<file path="config.mk">
export PLATFORM = sky130hd
export DESIGN_NAME = register_move_sequencer_flat
export DESIGN_NICKNAME = d
export VERILOG_FILES = /design/src/rtl/register_move_sequencer_if.sv /design/src/rtl/register_move_sequencer.sv /design/src/flat_wrapper.sv
export SDC_FILE = /design/constraint.sdc
export NUM_CORES = 1
export LEC_CHECK = 0
export ABC_AREA = 1
export CAP_MARGIN = 20
export CORE_ASPECT_RATIO = 0.7
export CORE_MARGIN = 5
export CORE_UTILIZATION = 51
export CTS_CLUSTER_DIAMETER = 80
export CTS_CLUSTER_SIZE = 30
export DETAILED_ROUTE_END_ITERATION = 10
export GPL_TIMING_DRIVEN = 0
export HOLD_SLACK_MARGIN = 0.1
export PLACE_DENSITY = 0.87
export REMOVE_ABC_BUFFERS = 1
export SLEW_MARGIN = 20
export SYNTH_ARGS = -nofsm -noshare
export SYNTH_HDL_FRONTEND = slang
export SYNTH_SLANG_ARGS = --single-unit
</file>
<file path="constraint.sdc">
create_clock -name clk -period 1.85 [get_ports clk]
set_input_delay 0.2775 -clock clk [delete_from_list [all_inputs] [get_ports clk]]
set_output_delay 0.2775 -clock clk [all_outputs]
set_load 0.005 [all_outputs]
</file>
<file path="src/rtl/register_move_sequencer_if.sv">
// Command handshake bundle for the register move sequencer.
// The master offers src/dst/imm commands; the slave returns buffer-not-full.
interface register_move_sequencer_if;
    logic       i_cmd_valid;
    logic       o_cmd_ready;
    logic [4:0] i_cmd_src;
    logic [4:0] i_cmd_dst;
    logic [7:0] i_cmd_imm;

    modport master (output i_cmd_valid, i_cmd_src, i_cmd_dst, i_cmd_imm, input o_cmd_ready);
    modport slave  (input i_cmd_valid, i_cmd_src, i_cmd_dst, i_cmd_imm, output o_cmd_ready);
endinterface

</file>
<file path="src/rtl/register_move_sequencer.sv">
// Buffers register-move commands and sequences each one onto an 8-bit bus:
// assert the source, pulse the destination load, hold, then report done/err.
module register_move_sequencer #(
    parameter int  FIFO_DEPTH  = 4,
    parameter int  HOLD_CYCLES = 1,
    localparam int CW          = $clog2(FIFO_DEPTH) + 1
) (
    input  logic                     clk,
    input  logic                     rst_n,
    register_move_sequencer_if.slave cmd,
    output logic [4:0]               o_8bit_assert_word,
    output logic [4:0]               o_8bit_load_word,
    output logic [7:0]               o_bus_in,
    output logic                     o_busy,
    output logic                     o_done,
    output logic                     o_err,
    output logic [CW-1:0]            o_count
);
    localparam int            PW        = $clog2(FIFO_DEPTH);
    localparam logic [CW-1:0] DEPTH_C   = CW'(FIFO_DEPTH);
    localparam logic [1:0]    HOLD_INIT = 2'(HOLD_CYCLES - 1);

    typedef struct packed {
        logic [4:0] src;
        logic [4:0] dst;
        logic [7:0] imm;
    } cmd_t;

    typedef enum logic [2:0] {IDLE, FETCH, SETUP, LOAD, HOLD, DONE} state_t;

    cmd_t          mem [FIFO_DEPTH];
    logic [PW-1:0] wr_ptr, rd_ptr;
    logic [CW-1:0] count_nxt;
    logic          push, pop, legal;
    cmd_t          head;
    state_t        state;
    logic [4:0]    wdst;
    logic [1:0]    hold_cnt;

    assign push  = cmd.i_cmd_valid && cmd.o_cmd_ready;
    assign pop   = (state == FETCH);
    assign head  = mem[rd_ptr];
    assign legal = (head.src <= 5'd5) && (head.dst != 5'd0) && (head.dst <= 5'd5) &&
                   (head.src != head.dst);

    always_comb begin
        count_nxt = o_count;
        if (push && !pop)      count_nxt = o_count + 1'b1;
        else if (!push && pop) count_nxt = o_count - 1'b1;
    end

    // Storage needs no reset; entries are only read after being written.
    always_ff @(posedge clk) begin
        if (push) mem[wr_ptr] <= {cmd.i_cmd_src, cmd.i_cmd_dst, cmd.i_cmd_imm};
    end

    // Power-of-two depth lets the pointers wrap by plain overflow.
    always_ff @(posedge clk or negedge rst_n) begin
        if (!rst_n) begin
            wr_ptr          <= '0;
            rd_ptr          <= '0;
            o_count         <= '0;
            cmd.o_cmd_ready <= 1'b1;
        end else begin
            if (push) wr_ptr <= wr_ptr + 1'b1;
            if (pop)  rd_ptr <= rd_ptr + 1'b1;
            o_count         <= count_nxt;
            cmd.o_cmd_ready <= (count_nxt < DEPTH_C);
        end
    end

    always_ff @(posedge clk or negedge rst_n) begin
        if (!rst_n) begin
            state              <= IDLE;
            o_8bit_assert_word <= '0;
            o_8bit_load_word   <= '0;
            o_bus_in           <= '0;
            o_busy             <= 1'b0;
            o_done             <= 1'b0;
            o_err              <= 1'b0;
            wdst               <= '0;
            hold_cnt           <= '0;
        end else begin
            o_done <= 1'b0;
            o_err  <= 1'b0;
            o_busy <= 1'b1;
            case (state)
                IDLE: begin
                    if (o_count != '0) state <= FETCH;
                    else               o_busy <= (count_nxt != '0);
                end
                FETCH: begin
                    if (legal) begin
                        state              <= SETUP;
                        o_8bit_assert_word <= head.src;
                        o_bus_in           <= (head.src == 5'd0) ? head.imm : 8'h00;
                        wdst               <= head.dst;
                    end else begin
                        state  <= IDLE;
                        o_err  <= 1'b1;
                        o_busy <= (count_nxt != '0);
                    end
                end
                SETUP: begin
                    state            <= LOAD;
                    o_8bit_load_word <= wdst;
                end
                LOAD: begin
                    state            <= HOLD;
                    o_8bit_load_word <= '0;
                    hold_cnt         <= HOLD_INIT;
                end
                HOLD: begin
                    if (hold_cnt == 2'd0) begin
                        state              <= DONE;
                        o_8bit_assert_word <= '0;
                        o_bus_in           <= '0;
                        o_done             <= 1'b1;
                    end else begin
                        hold_cnt <= hold_cnt - 2'd1;
                    end
                end
                DONE: begin
                    // Go straight back to FETCH so queued moves run without an IDLE bubble.
                    if (o_count != '0) state <= FETCH;
                    else begin
                        state  <= IDLE;
                        o_busy <= (count_nxt != '0);
                    end
                end
                default: state <= IDLE;
            endcase
        end
    end
endmodule
</file>
<file path="src/flat_wrapper.sv">
// flat-port wrapper written by rule: the top's interface ports become plain ports
module register_move_sequencer_flat 
#(
    parameter int  FIFO_DEPTH  = 4,
    parameter int  HOLD_CYCLES = 1,
    localparam int CW          = $clog2(FIFO_DEPTH) + 1
)
  (clk, rst_n, o_8bit_assert_word, o_8bit_load_word, o_bus_in, o_busy, o_done, o_err, o_count, cmd_i_cmd_valid, cmd_i_cmd_src, cmd_i_cmd_dst, cmd_i_cmd_imm, cmd_o_cmd_ready);
  register_move_sequencer_if cmd_i ();
  input  logic clk;
  input  logic rst_n;
  output logic [4:0] o_8bit_assert_word;
  output logic [4:0] o_8bit_load_word;
  output logic [7:0] o_bus_in;
  output logic o_busy;
  output logic o_done;
  output logic o_err;
  output logic [CW-1:0] o_count;
  input wire logic [$bits(cmd_i.i_cmd_valid)-1:0] cmd_i_cmd_valid;
  input wire logic [$bits(cmd_i.i_cmd_src)-1:0] cmd_i_cmd_src;
  input wire logic [$bits(cmd_i.i_cmd_dst)-1:0] cmd_i_cmd_dst;
  input wire logic [$bits(cmd_i.i_cmd_imm)-1:0] cmd_i_cmd_imm;
  output wire logic [$bits(cmd_i.o_cmd_ready)-1:0] cmd_o_cmd_ready;
  assign cmd_i.i_cmd_valid = cmd_i_cmd_valid;
  assign cmd_i.i_cmd_src = cmd_i_cmd_src;
  assign cmd_i.i_cmd_dst = cmd_i_cmd_dst;
  assign cmd_i.i_cmd_imm = cmd_i_cmd_imm;
  assign cmd_o_cmd_ready = cmd_i.o_cmd_ready;
  register_move_sequencer #(.FIFO_DEPTH(FIFO_DEPTH), .HOLD_CYCLES(HOLD_CYCLES)) u_core (.clk(clk), .rst_n(rst_n), .cmd(cmd_i), .o_8bit_assert_word(o_8bit_assert_word), .o_8bit_load_word(o_8bit_load_word), .o_bus_in(o_bus_in), .o_busy(o_busy), .o_done(o_done), .o_err(o_err), .o_count(o_count));
endmodule
</file>
==> results of run 1 <==
-- final timing paths --
check / to / slack, ns / depth (start not counted)
max in group asynchronous: u_core.cmd.o_cmd_ready / 1.03 / 3
min in group clk: u_core.wdst[4] / 0.48 / 2
min: u_core.wdst[1] / 0.31 / 2
min reg2reg: u_core.wdst[4] / 0.48 / 2
max reg2reg: u_core.o_8bit_assert_word[2] / -0.32 / 15
max: u_core.o_8bit_assert_word[2] / -0.32 / 15
-- what timing repair did --
item	4_1_cts	5_1_grt
pin swaps	21	27
endpoints found under the setup margin	21	64
buffers inserted	18	9
cloned	6	1
resized for setup	63	72
hold buffers	1	0
endpoints found under the hold margin	38	0
-- cells in the mapped netlist, drive strengths merged --
master and count:
nor3 6, nor2 53, o21ai 35, a21oi 11
inv 35, o22ai 1, xor2 4, dfstp 1
nand4 1, edfxtp 72, clkbuf 1, ha 8
a221oi 1, a21boi 2, nand2 136, dfrtp 38
nand3 40, buf 15
-- through the flow --
step	hold slack, ns	TNS (ns)	cell area, um^2	power, mW
floorplan	-0.01809	-10.01	4662	5.494
global placement	0.4522	-103.10	5268	6.500
detailed placement	0.1476	-26.14	5350	6.755
CTS	0.3109	-2.877	6182	10.23
global route	0.3241	-7.212	6528	11.88
finish	0.3109	-5.704	6528	11.39
-- sequential cells by signal, summed over array words and instances (netlist names) --
| signal | cells |
|---|---|
| u_core.state | 3 |
| u_core.o_err | 1 |
| u_core.o_8bit_load_word | 5 |
| u_core.wr_ptr | 2 |
| u_core.o_done | 1 |
| u_core.o_busy | 1 |
| u_core.wdst | 5 |
| u_core.cmd.o_cmd_ready | 1 |
| u_core.rd_ptr | 2 |
| u_core.o_8bit_assert_word | 5 |
| u_core.o_bus_in | 8 |
| u_core.hold_cnt | 2 |
| u_core.mem | 72 |
| u_core.o_count | 3 |
-- worst max-delay path: stages (launching register included) --
cell     delay, ns
dfrtp_4       0.53
buf_12        0.20
inv_12        0.07
nand2_2       0.07
nand3_2       0.09
o21ai_4       0.10
inv_1         0.07
nand2_1       0.08
nand2_1       0.08
nor2_2        0.16
nand2_2       0.10
nand2_4       0.10
nand2_8       0.11
buf_12        0.16
nand3_2       0.06
nand2_2       0.06
-- kinds of logic (layout without fill, tap and decap cells) --
family / count (synthesis) / after routing
compound gates: 50 / 50
xor+xnor: 4 / 4
fa+ha+maj: 8 / 8
buf+inv: 51 / 135
flops: 111 / 111
simple gates: 236 / 237
-- cells in the final DEF, fill, tap and decap left out, types with 9 or more instances in the layout --
cell type        count
a21oi_1              9
nand2_1             93
nand2_4             12
nor2_1              43
o21ai_0             27
nand3_1             13
dfrtp_1             34
nand3_2             23
edfxtp_1            72
clkdlybuf4s50_1     44
clkbuf_16            9
buf_4               18
inv_1               30
nand2_2             30
-- per-layer routing --
layer  wire, um  vias up  GRT usage, %
met5          0        -             0
met4        599        0         12.00
met3       1401       59         8.915
met2       6590      252         35.19
met1       5153     1871         28.52
li1           -     1690             -
-- area by class of cell --
| type | count | area [um^2] |
|---|---|---|
| repair buffers | 81 | 912.1 |
| fillers | 575 | 2580 |
| repair inverters | 3 | 41.29 |
| multi-input cells | 299 | 1829 |
| well taps | 124 | 155.1 |
| flip-flops and latches | 111 | 3149 |
| clock inverters | 5 | 48.80 |
| clock buffers | 11 | 232.7 |
| inverters | 35 | 158.9 |
-- power by group --
part           switching, mW  internal (mW)  leakage (nW)  total, mW
logic                   3.55           2.41          1.44       5.96
clock network          0.866           1.04         0.132       1.90
registers              0.373           3.16          1.16       3.53
total                   4.79           6.61          2.72       11.4
==> metrics, run 1 <==
final wirelength 13750 um; total via count after detailed routing 3872; first-pass GRT wire length 20250 um; maximum fanout along the worst path 8; Power Dens Cells 1745 mW/mm^2; final layout net count 569; combined area of all synthesized cells 0.004776 mm^2; slew margin rel. 70.42%; number of synthesized register bits 111; element type at the critical path end flop; final hold violations 0; Setup Skew 0.01115 ns; violations in the final reports setup timing; area grow syn2layout 36.68%; run status complete, but fails checks; multiplexer share of the synthesized area 0%; DP Worst Slack -1.011 ns; combinational family with the most area after synthesis simple AND/OR/NAND/NOR gates; fraction of post-synthesis cell area in the top cell type by area 45.27%; cell type with the largest total area after synthesis edfxtp_1; xor and xnor area share after synthesis 0.7336%; number of distinct library cells after synthesis 31; number of instances in the synthesized netlist 460; number of antenna cells inserted 0; crit start category flop; post-synthesis compound-gate area fraction 5.528%; number of primary I/O pins 46; Initial DRT Pass Iterations 6; setup repair after global routing missed its margin yes; WP data arrival 2.42 ns; DP Wirelength 6776 um; Final ANT Viol Nets 0; portion of the clock cycle consumed by the worst path in the final layout 117.4%; Worst Setup Path Type flop to flop; static power due to leakage 2.724 nW; Clk Latency, worst-skew pair 0.36 ns; antenna violations before repair 0; Non-Filler Instances 669; main area contributors after synthesis edfxtp_1, dfrtp_1, nand2_1, nor2_1, nand3_1; slack of the critical path -0.3220 ns; via density per instance 5.788; number of DRC markers after the initial detailed-route iteration 450; remaining design rule violation count 0; clock period minus worst slack 2.172 ns; number of sinks handled by clock tree synthesis 111; GRT overflow 0; IO buf count 45; fraction of layout cells with a size suffix above 1 27.52%; die span in y 90.97 um; endpoints failing setup 21; maximum clock insertion buffer count 2; pin count of the biggest net entering global routing 32; utilization after layout 71.67%; CTS clk-pin slew, worst paths 0.08 ns; max-slew violations 0; sequential area share after synthesis 65.73%; post-synthesis simple-gate area fraction 20.72%; instance count after placement with tap cells included 618; Total Routing Usage GR 22.99%; clock tree from TritonCTS yes; via count of the first global-routing pass 3932; placeable core region 0.009107 mm^2; root buffer cell clkbuf_16; Peak supply drop 0.8953 mV; horizontal extent of the die 125.7 um; worst min-delay path class input port to asynchronous set/reset pin; number of cell rows 29; Synthesis Warnings 0; cts bufs inserted 9; adder and majority cell fraction of the synthesized area 2.096%; Die Outline Area 0.01143 mm^2; wire per inst 20.55 um; max-cap viol count 0; deepest level of the CTS H-tree 3; final weighted congestion of routability-driven global placement 0.8246; Worst-Margin Slew 0.4420 ns; Critical R2R Launch u_core.rd_ptr[0]; maximum frequency from static timing analysis 0.4604 GHz; required time reported for the critical path endpoint 2.10 ns; Avg Synthesized Cell Area 10.38 um^2; launching element of the worst setup path u_core.rd_ptr[0]; Starting Density 52.44%
No activity file was read; power rests on OpenSTA's default activity.
==> run 2, diff against run 1 <==
--- a/config.mk
+++ b/config.mk
@@ -6,7 +6,7 @@
 export NUM_CORES = 1
 export LEC_CHECK = 0
 export ABC_AREA = 1
-export CAP_MARGIN = 20
+export CAP_MARGIN = 40
 export CORE_ASPECT_RATIO = 0.7
 export CORE_MARGIN = 5
 export CORE_UTILIZATION = 51
==> run 2 against run 1 <==
  * The run still ends with setup timing left
  * Final area decreased by 2.4%
  * Clock power barely moved
  * Routed wire length decreased by 0.40%
  * Critical path depth decreased by 1
  * First-iteration DRC count grew 18%
  * Worst hold slack got worse by 0.0025 ns
  * Cell count is 0.75% lower
  * Largest cell class unchanged
==> metrics, run 2 (synthesis results as in run 1) <==
element type at the critical path end flop; fraction of layout cells with a size suffix above 1 25.37%; final hold violations 0; remaining design rule violation count 0; DP Wirelength 6785 um; final wirelength 13690 um; proportion of total power due to net switching 42.45%; power share of the clock group 17.2%; die span in y 90.97 um; first-pass GRT wire length 19580 um; number of cell rows 29; antenna violations before repair 0; Total Routing Usage GR 22.03%; Gate power share 50.5%; family with the most delay on the worst path simple AND/OR/NAND/NOR gates; Reg power frac 32.3%; Die Outline Area 0.01143 mm^2; Starting Density 52.44%; GRT overflow 0; Critical R2R Launch u_core.rd_ptr[0]; register name with the most flops u_core.mem; worst reg2reg endpoint u_core.o_bus_in[3]; setup repair after global routing missed its margin yes; Power Dens Cells 1735 mW/mm^2; Bufs and invs on worst path 2; DP Worst Slack -1.004 ns; horizontal extent of the die 125.7 um; maximum frequency from static timing analysis 0.4468 GHz; clock tree from TritonCTS yes; endpoints failing setup 23; delay of the slowest cell on the worst path 0.56 ns; chain of cells forming the critical path buf_12, inv_8, nand2_2, nand3_2, nand2_2, nor2_1, nor2_2, nand2_2, nor2_4, nand2_4, nand2_8, nand2_4, nand2_1, nand2_1; number of sinks handled by clock tree synthesis 111; clock period minus worst slack 2.238 ns; via density per instance 5.821; Final ANT Viol Nets 0; Clk Latency, worst-skew pair 0.36 ns; utilization after layout 69.94%; Initial DRT Pass Iterations 5; Setup Skew 0.01047 ns; number of DRC markers after the initial detailed-route iteration 531; static power due to leakage 2.659 nW; reg2reg setup slack -0.39 ns; root buffer cell clkbuf_16; internal power 6.360 mW; final layout net count 564; portion of the clock cycle consumed by the worst path in the final layout 121.0%; maximum clock insertion buffer count 2; pin count of the biggest net entering global routing 32; slew margin rel. 71.81%; length in cells of the worst reg-to-reg path 14; number of antenna cells inserted 0; required time reported for the critical path endpoint 2.09 ns; via count of the first global-routing pass 3837; final weighted congestion of routability-driven global placement 0.8246; Critical-path top delay cell dfrtp_4; Worst Setup Path Type flop to flop; max-cap viol count 0; number of primary I/O pins 46; area of all placed cells without fillers 0.006370 mm^2; max-slew violations 0; total via count after detailed routing 3865; Peak supply drop 0.9205 mV; Worst-Margin Slew 0.4213 ns; run status complete, but fails checks; WP data arrival 2.48 ns; deepest level of the CTS H-tree 3; CTS clk-pin slew, worst paths 0.07 ns; wire per inst 20.62 um; area grow syn2layout 33.38%; placeable core region 0.009107 mm^2; leading cell type in the layout, fill and taps excluded nand2_1; maximum fanout along the worst path 8; Largest register FFs 72; area after detailed placement 0.005350 mm^2; total number of cells along the worst setup path 14; worst min-delay path class input port to asynchronous set/reset pin; slack of the critical path -0.3880 ns; cts bufs inserted 9; P_sw 4.692 mW; most frequent cells in the layout nand2_1, edfxtp_1, clkdlybuf4s50_1, nor2_1, dfrtp_1; crit start category flop; IO buf count 45; biggest regs u_core.mem: 72 flops, u_core.o_bus_in: 8 flops; violations in the final reports setup timing; crit-path most repeated cell nand2_2
==> run 2: cell count changes in the layout (fill, tap and decap cells not counted), sizes merged <==
cell and delta:
buf -4, bufbuf -1, clkbuf -1, clkinv +1, clkinvlp -1, inv +1
==> run 2: power groups by stage <==
stage          Clock (mW)  Combinational, mW  Sequential, mW
6_report             1.90               5.58            3.57
5_1_grt              2.01               5.92            3.60
4_1_cts              1.87               4.47            3.50
3_5_place_dp            0               3.12            3.64
3_3_place_gp            0               2.88            3.62
2_1_floorplan           0               1.96            3.53
==> run 2: cell type report <==
| class | count | area, um^2 |
|---|---|---|
| flip-flops and latches | 111 | 3149 |
| well taps | 124 | 155.1 |
| repair buffers | 76 | 833.3 |
| fillers | 573 | 2738 |
| clock inverters | 6 | 51.30 |
| inverters | 35 | 160.2 |
| clock buffers | 10 | 229.0 |
| repair inverters | 3 | 38.79 |
| multi-input cells | 299 | 1753 |
==> run 2: metrics by stage <==
step | total power [mW] | hold slack [ns] | TNS, ns | instances
3_5_place_dp | 6.764 | 0.1476 | -25.47 | 618
5_1_grt | 11.53 | 0.3316 | -8.192 | 664
4_1_cts | 9.847 | 0.3123 | -3.311 | 657
2_1_floorplan | 5.494 | -0.01809 | -10.01 | 444
3_3_place_gp | 6.500 | 0.4522 | -103.10 | 613
6_report | 11.05 | 0.3083 | -7.024 | 664
==> run 2: worst max path at each step <==
stage	start	end	slack (ns)
after CTS	u_core.rd_ptr[0]	u_core.o_bus_in[7]	-0.20
after global placement	u_core.rd_ptr[0]	u_core.o_8bit_assert_word[0]	-1.32
final	u_core.rd_ptr[0]	u_core.o_bus_in[3]	-0.39
after floorplan	u_core.rd_ptr[0]	u_core.o_8bit_assert_word[0]	-0.53
after detailed placement	u_core.rd_ptr[0]	u_core.o_8bit_assert_word[1]	-1.00
after global routing	u_core.rd_ptr[0]	u_core.o_bus_in[3]	-0.42
==> run 2: repair_timing <==
action	CTS	global route
buffers inserted	17	7
resized for setup	40	75
endpoints found under the setup margin	30	58
hold endpoints to repair	38	0
hold buffers	1	0
pin swaps	6	34
cloned	5	0
==> run 2: metal layers <==
metal  vias to the layer above  global-route usage (%)  share of wire [%]
li1                       1679                       -                  -
met1                      1837                   26.80                 37
met2                       272                   36.12                 48
met3                        77                   8.856                 10
met4                         0                   7.401                4.9
met5                         -                       0                  0
==> run 3, diff against run 2 <==
--- a/config.mk
+++ b/config.mk
@@ -9,13 +9,13 @@
 export CAP_MARGIN = 40
 export CORE_ASPECT_RATIO = 0.7
 export CORE_MARGIN = 5
-export CORE_UTILIZATION = 51
+export CORE_UTILIZATION = 57
 export CTS_CLUSTER_DIAMETER = 80
 export CTS_CLUSTER_SIZE = 30
 export DETAILED_ROUTE_END_ITERATION = 10
 export GPL_TIMING_DRIVEN = 0
 export HOLD_SLACK_MARGIN = 0.1
-export PLACE_DENSITY = 0.87
+export PLACE_DENSITY = 0.92
 export REMOVE_ABC_BUFFERS = 1
 export SLEW_MARGIN = 20
 export SYNTH_ARGS = -nofsm -noshare
==> constraint.sdc (replaced) <==
create_clock -name clk -period 2.4 [get_ports clk]
set_input_delay 0.36 -clock clk [delete_from_list [all_inputs] [get_ports clk]]
set_output_delay 0.36 -clock clk [all_outputs]
set_load 0.005 [all_outputs]
==> run 3 against run 2 <==
  * The flow now finishes without violations
  * Critical path depth is the same
  * Worst setup slack gained 0.52 ns
  * Sequential cell count is the same
  * Register-to-register slack gained 0.52 ns
  * Routed wire length shrank 19%
  * Critical endpoint is now u_core.o_8bit_assert_word[2]
  * Largest power group unchanged
==> metrics, run 3 (synthesis results as in run 1) <==
run status completed; proportion of total power due to net switching 39.94%; slew margin rel. 51.22%; via count of the first global-routing pass 3624; clock tree from TritonCTS yes; max-cap viol count 0; register name with the most flops u_core.mem; Final ANT Viol Nets 0; Starting Density 59.65%; crit-path most repeated cell nand2_1; Reg power frac 39.5%; Die Outline Area 0.01034 mm^2; IO buf count 45; placeable core region 0.008006 mm^2; worst hold slack across all endpoints 0.3926 ns; required time reported for the critical path endpoint 2.68 ns; family with the most delay on the worst path simple AND/OR/NAND/NOR gates; Largest register FFs 72; first-pass GRT wire length 17410 um; final layout net count 541; Clk Latency, worst-skew pair 0.35 ns; Setup Skew 0.007945 ns; Peak supply drop 0.5520 mV; utilization after layout 71.15%; static power due to leakage 2.423 nW; GRT overflow 0; power share of the clock group 19.7%; die span in y 86.59 um; Bufs and invs on worst path 2; cts bufs inserted 9; maximum frequency from static timing analysis 0.4414 GHz; max-slew violations 0; Setup TNS 0 ns; antenna violations before repair 0; leading cell type in the layout, fill and taps excluded nand2_1; crit start category flop; delay of the slowest cell on the worst path 0.55 ns; number of DRC markers after the initial detailed-route iteration 437; number of antenna cells inserted 0; biggest regs u_core.mem: 72 flops, u_core.o_bus_in: 8 flops; total via count after detailed routing 3577; area grow syn2layout 19.28%; clock period minus worst slack 2.265 ns; number of cell rows 27; most frequent cells in the layout nand2_1, edfxtp_1, nor2_1, clkdlybuf4s50_1, nand3_1; Total Routing Usage GR 21.81%; number of primary I/O pins 46; Critical-path top delay cell dfrtp_4; remaining design rule violation count 0; chain of cells forming the critical path buf_4, nand2_1, nand2_1, o21ai_1, inv_1, nand2_1, nand2_1, nor2_1, nand2_1, nand2_2, nand2_8, nand2_4, nand2_1, nand2_1; root buffer cell clkbuf_16; final hold violations 0; reg2reg setup slack 0.13 ns; CTS clk-pin slew, worst paths 0.07 ns; via density per instance 5.788; deepest level of the CTS H-tree 3; DP Wirelength 6872 um; DP Worst Slack -0.4084 ns; Gate power share 40.8%; horizontal extent of the die 119.4 um; number of sinks handled by clock tree synthesis 111; fraction of layout cells with a size suffix above 1 9.091%; P_sw 2.733 mW; WP data arrival 2.55 ns; Power Dens Cells 1201 mW/mm^2; pin count of the biggest net entering global routing 35; worst min-delay path class input port to asynchronous set/reset pin; final weighted congestion of routability-driven global placement 0.8424; wire per inst 17.91 um; Worst Setup Path Type flop to flop; maximum fanout along the worst path 16; endpoints failing setup 0; Worst-Margin Slew 0.7309 ns; portion of the clock cycle consumed by the worst path in the final layout 94.39%; maximum clock insertion buffer count 2; slack of the critical path 0.1346 ns; final wirelength 11070 um; Initial DRT Pass Iterations 6; element type at the critical path end flop; internal power 4.108 mW; number of filler cells placed in the layout 509
## run 3: changes by cell type in the layout (fill, tap and decap cells not counted), sizes merged
cell | previous run | this run
nand2 | 137 | 136
inv | 38 | 35
clkinvlp | 0 | 3
buf | 31 | 11
clkbuf | 10 | 11
bufinv | 1 | 0
clkinv | 5 | 3
## run 3: worst paths after layout
path                                     from                            to  depth (start not counted)
min reg2reg                u_core.o_bus_in[4]            u_core.o_bus_in[4]                          2
min in group clk           u_core.o_bus_in[4]            u_core.o_bus_in[4]                          2
max                          u_core.rd_ptr[0]  u_core.o_8bit_assert_word[2]                         14
max reg2reg                  u_core.rd_ptr[0]  u_core.o_8bit_assert_word[2]                         14
max in group asynchronous               rst_n        u_core.cmd.o_cmd_ready                          3
min                                     rst_n                u_core.wdst[3]                          2
## run 3: power by group through the flow
| stage | logic, mW | registers (mW) | clock network, mW |
|---|---|---|---|
| after floorplan | 1.51 | 2.72 | 0 |
| after global placement | 2.19 | 2.79 | 0 |
| after detailed placement | 2.38 | 2.81 | 0 |
| after CTS | 2.51 | 2.74 | 1.36 |
| after global routing | 3.11 | 2.74 | 1.45 |
| final | 2.79 | 2.70 | 1.35 |
## run 3: timing repair
| item | in CTS | in global routing |
|---|---|---|
| buffers inserted | 1 | 5 |
| pin swaps | 0 | 0 |
| gates resized for setup | 4 | 9 |
| endpoints found under the setup margin | 21 | 20 |
| hold buffers | 1 | 0 |
| hold endpoints to repair | 7 | 0 |
## run 3: layout make-up
type                       count  area (um^2)  area share, %
clock buffer                  10        229.0          4.019
clock inverter                 6        36.28         0.6369
inverter                      35        151.4          2.658
multi-input combinational    298         1424          24.99
sequential                   111         3147          55.24
tap                          101        126.4          2.218
timing repair buffer          57        583.1          10.24
## run 3: stage by stage
stage | cells | instance area (um^2) | total power, mW
5_1_grt | 618 | 5697 | 7.297
4_1_cts | 613 | 5613 | 6.613
3_5_place_dp | 595 | 5314 | 5.190
6_report | 618 | 5697 | 6.841
2_1_floorplan | 444 | 4662 | 4.235
3_3_place_gp | 590 | 5239 | 4.981
## run 3: routing by layer
metal  wire (um)  up-vias  global-route usage, %  share of wire [%]
met4         164        0                  7.484                1.5
met1        4466     1748                  26.06                 40
met3         984       16                  7.306                8.9
met5           0        -                      0                  0
li1            -     1641                      -                  -
met2        5452      172                  37.62                 49
